<file path="src/rtl/lcd_sequencer.sv">
// lcd_sequencer: arbitrates two write requesters onto an HD44780 8-bit bus
// and generates the E strobe with setup / pulse / hold / execution timing.
// Optional feature: define LCD_SEQ_INIT_EN to add the power-up wait and the
// built-in panel init sequence (0x38,0x38,0x38,0x0C,0x01,0x06).
module lcd_sequencer #(
    parameter int SETUP_CYC   = 2,
    parameter int PULSE_CYC   = 12,
    parameter int HOLD_CYC    = 2,
    parameter int EXEC_CYC    = 2000,
    parameter int CLEAR_CYC   = 80000,
    parameter int POWERUP_CYC = 750000
) (
    input  logic       clk,
    input  logic       reset,
    input  logic       req0,
    input  logic       rs0,
    input  logic [7:0] data0,
    output logic       ack0,
    input  logic       req1,
    input  logic       rs1,
    input  logic [7:0] data1,
    output logic       ack1,
    output logic       lcd_e,
    output logic       lcd_rs,
    output logic       lcd_rw,
    output logic [7:0] lcd_data,
    output logic       busy,
    output logic       init_done
);

    function automatic int max2(input int a, input int b);
        return (a > b) ? a : b;
    endfunction

    // One shared phase counter, wide enough for the longest phase so it never wraps.
    localparam int MAX_CYC = max2(max2(max2(SETUP_CYC, PULSE_CYC), max2(HOLD_CYC, EXEC_CYC)),
                                  max2(CLEAR_CYC, POWERUP_CYC));
    localparam int CNT_W   = $clog2(MAX_CYC + 1);

    localparam logic [CNT_W-1:0] SETUP_LAST = CNT_W'(SETUP_CYC - 1);
    localparam logic [CNT_W-1:0] PULSE_LAST = CNT_W'(PULSE_CYC - 1);
    localparam logic [CNT_W-1:0] HOLD_LAST  = CNT_W'(HOLD_CYC - 1);
    localparam logic [CNT_W-1:0] EXEC_LAST  = CNT_W'(EXEC_CYC - 1);
    localparam logic [CNT_W-1:0] CLEAR_LAST = CNT_W'(CLEAR_CYC - 1);

`ifdef LCD_SEQ_INIT_EN
    localparam logic [CNT_W-1:0] POWERUP_LAST = CNT_W'(POWERUP_CYC - 1);

    typedef enum logic [2:0] {INIT, IDLE, SETUP, PULSE, HOLD, EXEC} state_t;
    localparam state_t RESET_STATE = INIT;

    // Panel init command bytes, all sent with rs=0.
    function automatic logic [7:0] init_byte(input logic [2:0] idx);
        case (idx)
            3'd0, 3'd1, 3'd2: return 8'h38;
            3'd3:             return 8'h0C;
            3'd4:             return 8'h01;
            default:          return 8'h06;
        endcase
    endfunction
`else
    typedef enum logic [2:0] {IDLE, SETUP, PULSE, HOLD, EXEC} state_t;
    localparam state_t RESET_STATE = IDLE;
`endif

    state_t           state_q, state_d;
    logic [CNT_W-1:0] cnt_q, cnt_d;
    logic             e_q, e_d;
    logic             rs_q, rs_d;
    logic [7:0]       data_q, data_d;
    logic             owner_q, owner_d;
    logic             last_q, last_d;
    logic             ack0_q, ack0_d;
    logic             ack1_q, ack1_d;
    logic             grant1;
    logic             is_clear;
    logic [CNT_W-1:0] exec_last;

`ifdef LCD_SEQ_INIT_EN
    logic [2:0]       init_idx_q, init_idx_d;
    logic             init_act_q, init_act_d;
    logic             init_done_q, init_done_d;
`endif

    // Round-robin pick: requester 1 wins when it is alone or when 0 was served last.
    assign grant1    = req1 && (!req0 || !last_q);
    // Clear/home commands need the long execution wait.
    assign is_clear  = !rs_q && (data_q == 8'h01 || data_q == 8'h02 || data_q == 8'h03);
    assign exec_last = is_clear ? CLEAR_LAST : EXEC_LAST;

    // Next-state, counter, latch and ack decode for the write sequencer.
    always_comb begin
        state_d  = state_q;
        cnt_d    = cnt_q + CNT_W'(1);
        rs_d     = rs_q;
        data_d   = data_q;
        owner_d  = owner_q;
        last_d   = last_q;
        ack0_d   = 1'b0;
        ack1_d   = 1'b0;
`ifdef LCD_SEQ_INIT_EN
        init_idx_d  = init_idx_q;
        init_act_d  = init_act_q;
        init_done_d = init_done_q;
`endif
        case (state_q)
`ifdef LCD_SEQ_INIT_EN
            INIT: begin
                if (cnt_q == POWERUP_LAST) begin
                    state_d = SETUP;
                    cnt_d   = '0;
                    rs_d    = 1'b0;
                    data_d  = init_byte(3'd0);
                end
            end
`endif
            IDLE: begin
                cnt_d = '0;
                if (req0 || req1) begin
                    state_d = SETUP;
                    owner_d = grant1;
                    last_d  = grant1;
                    rs_d    = grant1 ? rs1 : rs0;
                    data_d  = grant1 ? data1 : data0;
                end
            end
            SETUP: begin
                if (cnt_q == SETUP_LAST) begin
                    state_d = PULSE;
                    cnt_d   = '0;
                end
            end
            PULSE: begin
                if (cnt_q == PULSE_LAST) begin
                    state_d = HOLD;
                    cnt_d   = '0;
                end
            end
            HOLD: begin
                if (cnt_q == HOLD_LAST) begin
                    state_d = EXEC;
                    cnt_d   = '0;
                end
            end
            EXEC: begin
                if (cnt_q == exec_last) begin
                    cnt_d = '0;
`ifdef LCD_SEQ_INIT_EN
                    if (init_act_q) begin
                        if (init_idx_q == 3'd5) begin
                            state_d     = IDLE;
                            init_act_d  = 1'b0;
                            init_done_d = 1'b1;
                        end else begin
                            state_d    = SETUP;
                            init_idx_d = init_idx_q + 3'd1;
                            data_d     = init_byte(init_idx_q + 3'd1);
                        end
                    end else begin
                        state_d = IDLE;
                        ack0_d  = !owner_q;
                        ack1_d  = owner_q;
                    end
`else
                    state_d = IDLE;
                    ack0_d  = !owner_q;
                    ack1_d  = owner_q;
`endif
                end
            end
            default: begin
                state_d = IDLE;
                cnt_d   = '0;
            end
        endcase
    end

    // E is registered from the next state so it is glitch-free on the pin.
    always_comb begin
        e_d = (state_d == PULSE);
    end

    // State and output registers; reset drops E and the bus asynchronously.
    always_ff @(posedge clk or negedge reset) begin
        if (!reset) begin
            state_q <= RESET_STATE;
            cnt_q   <= '0;
            e_q     <= 1'b0;
            rs_q    <= 1'b0;
            data_q  <= 8'h00;
            owner_q <= 1'b0;
            last_q  <= 1'b1;
            ack0_q  <= 1'b0;
            ack1_q  <= 1'b0;
        end else begin
            state_q <= state_d;
            cnt_q   <= cnt_d;
            e_q     <= e_d;
            rs_q    <= rs_d;
            data_q  <= data_d;
            owner_q <= owner_d;
            last_q  <= last_d;
            ack0_q  <= ack0_d;
            ack1_q  <= ack1_d;
        end
    end

`ifdef LCD_SEQ_INIT_EN
    // Init sequence progress; init_done stays set until the next reset.
    always_ff @(posedge clk or negedge reset) begin
        if (!reset) begin
            init_idx_q  <= 3'd0;
            init_act_q  <= 1'b1;
            init_done_q <= 1'b0;
        end else begin
            init_idx_q  <= init_idx_d;
            init_act_q  <= init_act_d;
            init_done_q <= init_done_d;
        end
    end

    assign init_done = init_done_q;
`else
    assign init_done = 1'b1;
`endif

    assign lcd_e    = e_q;
    assign lcd_rs   = rs_q;
    assign lcd_data = data_q;
    assign lcd_rw   = 1'b0;
    assign ack0     = ack0_q;
    assign ack1     = ack1_q;
    assign busy     = (state_q != IDLE);

endmodule

</file>
<file path="config.mk">
export PLATFORM = sky130hd
export DESIGN_NAME = lcd_sequencer
export DESIGN_NICKNAME = d
export VERILOG_FILES = /design/src/rtl/lcd_sequencer.sv
export SDC_FILE = /design/constraint.sdc
export NUM_CORES = 1
export LEC_CHECK = 0
export ABC_AREA = 1
export BUFFER_PORTS_ARGS = -buffer_cell sky130_fd_sc_hd__buf_2
export CORE_AREA = 8 8 80 82
export DETAILED_ROUTE_END_ITERATION = 6
export DIE_AREA = 0 0 88 90
export PLACE_DENSITY = 0.65
export SLEW_MARGIN = 20
export SYNTH_ARGS = -nofsm -noshare
export SYNTH_HDL_FRONTEND = slang
export SYNTH_SLANG_ARGS = --single-unit
</file>
<file path="constraint.sdc">
create_clock -name clk -period 1.91 [get_ports clk]
set_clock_uncertainty 0.15 [all_clocks]
set_input_delay 0.0955 -clock clk [delete_from_list [all_inputs] [get_ports clk]]
set_output_delay 0.0955 -clock clk [all_outputs]
set_load 0.01 [all_outputs]
</file>
==> parameters.txt <==
Parameter                              Value

Status
  Outcome    finished, final reports clean

Critical path
  Depth of the critical timing path with buffers and inverters included    6
  Cell chain of the critical path    ha_2, nand3_2, nor3_2, nand3_2, nand2_8, a21oi_1
  Startpoint types    flip-flop
  WS Path Type    flip-flop to flip-flop
  Reg-to-reg startpoint    cnt_q[0]
  Path depth of the worst reg2reg path    6
  Beginning of the critical path    cnt_q[0]
  Worst path top cell family by delay    simple AND/OR/NAND/NOR gates
  Maximum fanout count along the critical path    16
  Arr. time, crit path    about 1.8 ns
  Cell at the slowest stage of the critical path    dfrtp_1
  Delay of the slowest cell on the worst path    about 0.40 ns
  Critical Path End Type    flip-flop
  Worst setup slack for register-to-register paths    0.10 ns
  Critical Path Most Common Cell    nand3_2
  Capturing point of the worst reg2reg path    cnt_q[6]
  CP bufs+invs    0
  Critical path required time    1.93 ns

Routing
  Total vias in the final route    approximately 2100
  1st-iter DRT viols    147
  Drt pass-1 iters    4
  Average detailed-routed wire length per instance    approximately 14 µm
  Detailed-route wire length    5.848 mm
  ANT nets after route    0
  Residual DRC    0
  Vias per cell    4.984

Synthesis
  Cell count after synthesis    around 300
  Library cell with the highest instance count after synthesis    nand2_1
  EDFF count, synth    0
  Area fraction of the dominant cell type after synthesis    around two fifths
  Warnings, synthesis    0
  Synth Area in XOR/XNOR    0.7731%
  Register bit total from synthesis    37
  Synthesized-area fraction occupied by and/or/nand/nor cells    around a third
  Dominant register cell in the synthesized netlist    dfrtp_1
  Main combinational cell family by area after synthesis    simple AND/OR/NAND/NOR gates
  Most frequent cells after synthesis    nand2_1, nor2_1, dfrtp_1, inv_1, nand3_1
  Combined area of all synthesized cells    between 2000 and 2500 µm²
  Share of synthesized area occupied by flip-flops and latches    40.92%
  Complex-gate fraction of the synthesized area    13.42%
  Post-synthesis async set-or-reset flop share    100.0%
  Adder and majority gate portion of the synthesized area    1.104%
  Cell type with the largest total area after synthesis    dfrtp_1
  Synthesized Nets    about 320
  Synth cell types    34
  Portion of netlist area occupied by mux cells    0%
  Syn_area_per_cell    between 7 and 8 µm²
  Dominant cells by area after synthesis    dfrtp_1, nand2_1, nor2_1

Layout
  Fraction of final layout cells with drive strength greater than 1    between 20% and 30%
  N_diodes    0
  Count of filler cells inserted in the layout    499
  Final instance count without filler cells    between 400 and 500
  Synthesis-to-finish area growth    23.08%
  Count of nets after finishing    380

Floorplan
  Initial Util    a little over two fifths
  Chip height    around 90 µm
  Core area    roughly 5200 µm²
  FP Rows    27
  Die width    88 µm
  IO Pins    37
  Total die area    a little under 8000 µm²

Pwr
  Static Leak    between 1 and 1.5 nW
  Internal power summed over all cells    roughly 1.1 mW
  Reported net switching power    0.3290 mW
  Combinational cell fraction of total power    under 10%
  Worst voltage drop across the vdd grid    just over 0.4 mV
  Post-layout total power    between 1 and 1.5 mW
  Share of total power consumed by net switching    around 23%
  Share of power burned in registers    a little over half
  Power density over the cells    between 500 and 600 nW/µm²
  Power share of the clock group    40.3%

Worst hold path
  Worst hold stages    3
  Startpoint of the tightest hold check path    data0[3]
  Worst-case hold path end point    lcd_data[3]
  Class of the most critical hold timing path    input pin to flip-flop

STA
  Final worst-path setup slack    around 0.10 ns
  Unrepaired setup endpoints after global routing    false
  Minimum clock period after layout    between 1.5 and 2 ns
  Hold violation total from the final report    0
  Achievable frequency    about 0.55 GHz
  Share of the clock period used by the worst path    94.51%
  Setup tns final    0 ns
  Count of final max-slew check failures    0
  Final-report setup violation count    0

Clocking
  Number of CTS-inserted buffers    5
  Number of buffers on the longest clock path    2
  Number of buffers inserted to repair setup after CTS    0
  Root buffer cell    clkbuf_8
  Clock slew seen by the registers of the worst setup and hold paths    ~0.080 ns
  Clock tree from TritonCTS    done
  Worst-skew pair later-pin latency    roughly 0.29 ns
  Max H-tree Level    2
  Clk sink count    37

Global routing
  Total GRT Usage    between 10% and 20%
  Global-route wire length before repair    a little over 10 mm
  Antenna violations before repair    0
  Total congestion overflow    0
  Largest net degree at the start of global routing    38
  Vias in the first global route    approximately 2200

Place
  DP HPWL    4.113 mm
  Buffers on Ports    34
  Cell count after placement    ~400
  RD Place Congestion    ~0.9
  Dpl ws    0.04095 ns

Job
  Number of maximum-capacitance violations    0
[cell type report]
class                   instances  area (µm²)  share of cell area (%)
well taps                      72       90.09                   3.230
repair buffers                 57       392.9                   14.09
multi-input cells             215        1130                   40.51
flip-flops and latches         37       927.1                   33.24
inverters                      40       155.1                   5.563
clock buffers                   7       86.33                   3.096
clock inverters                 1       7.507                  0.2692
[per-stage QoR]
stage | cell area, µm² | util (%) | hold WS (ns)
after global routing | 2789 | 53.26 | 0.04716
after floorplan | 2266 | - | -0.3501
after global placement | 2479 | 47.34 | 0.02820
final | 2789 | 53.26 | 0.01362
after detailed placement | 2479 | 47.34 | 0.03232
after CTS | 2773 | 52.95 | 0.01326
[layer usage]
| metal | GRT usage (%) | up-vias | routed length (µm) |
|---|---|---|---|
| met1 | 19.77 | 986 | 2596 |
| met2 | 24.48 | 62 | 2764 |
| met3 | 5.551 | 8 | 408 |
| li1 | - | 1082 | - |
| met4 | 4.591 | 0 | 78 |
| met5 | 0 | - | 0 |
[worst reg2reg max path, cell delays in order (launching register included)]
cell     delay (ns)
dfrtp_1        0.40
ha_2           0.25
nand3_2        0.16
nor3_2         0.28
nand3_2        0.16
nand2_8        0.18
a21oi_1        0.11
[repair_timing]
item / 4_1_cts / 5_1_grt
hold buffers: 20 / 0
hold endpoints to repair: 46 / 0
endpoints found under the setup margin: 0 / 16
gates resized for setup: 0 / 4
[sequential cells by signal (all words and copies together) (netlist names)]
register  count
owner_q       1
cnt_q        20
lcd_e         1
lcd_rs        1
ack1          1
state_q       3
ack0          1
lcd_data      8
last_q        1
[power groups by stage]
stage	clock network, mW	logic (mW)	registers [mW]
finish	0.585	0.0830	0.783
global route	0.636	0.0926	0.783
CTS	0.600	0.0820	0.783
detailed placement	0	0.0527	0.798
global placement	0	0.0527	0.798
floorplan	0	0.0132	0.798
[how the worst max path moves through the flow]
stage	end	slack, ns
floorplan	cnt_q[2]	0.30
global placement	cnt_q[0]	0.18
detailed placement	cnt_q[6]	0.04
CTS	cnt_q[6]	0.01
global route	cnt_q[6]	0.003
finish	cnt_q[6]	0.10
[kinds of logic after synthesis]
kind of cell	count (synthesis)
AO/OA/AOI/OAI	49
XOR/XNOR	2
adder cells (fa/ha/maj)	2
AND/OR/NAND/NOR	160
buffers and inverters	46
flip-flops	37
other	2
[cells in the final DEF, fill, tap and decap left out, types with 2 or more instances in the layout]
cell,n
inv_1,32
conb_1,2
a21oi_1,8
xor2_1,2
nand3_1,29
inv_2,7
buf_4,3
o21ai_0,20
nor2_1,39
nand3b_1,2
nor2_2,7
o21ai_2,2
buf_2,34
nand4_1,6
nand2_1,52
nor3_2,5
nand3_2,2
a21oi_2,10
o22ai_1,5
nand2_2,4
dfrtp_1,36
clkbuf_8,6
nor3_1,9
dlygate4sd3_1,20
No activity file was read; power rests on OpenSTA's default activity.
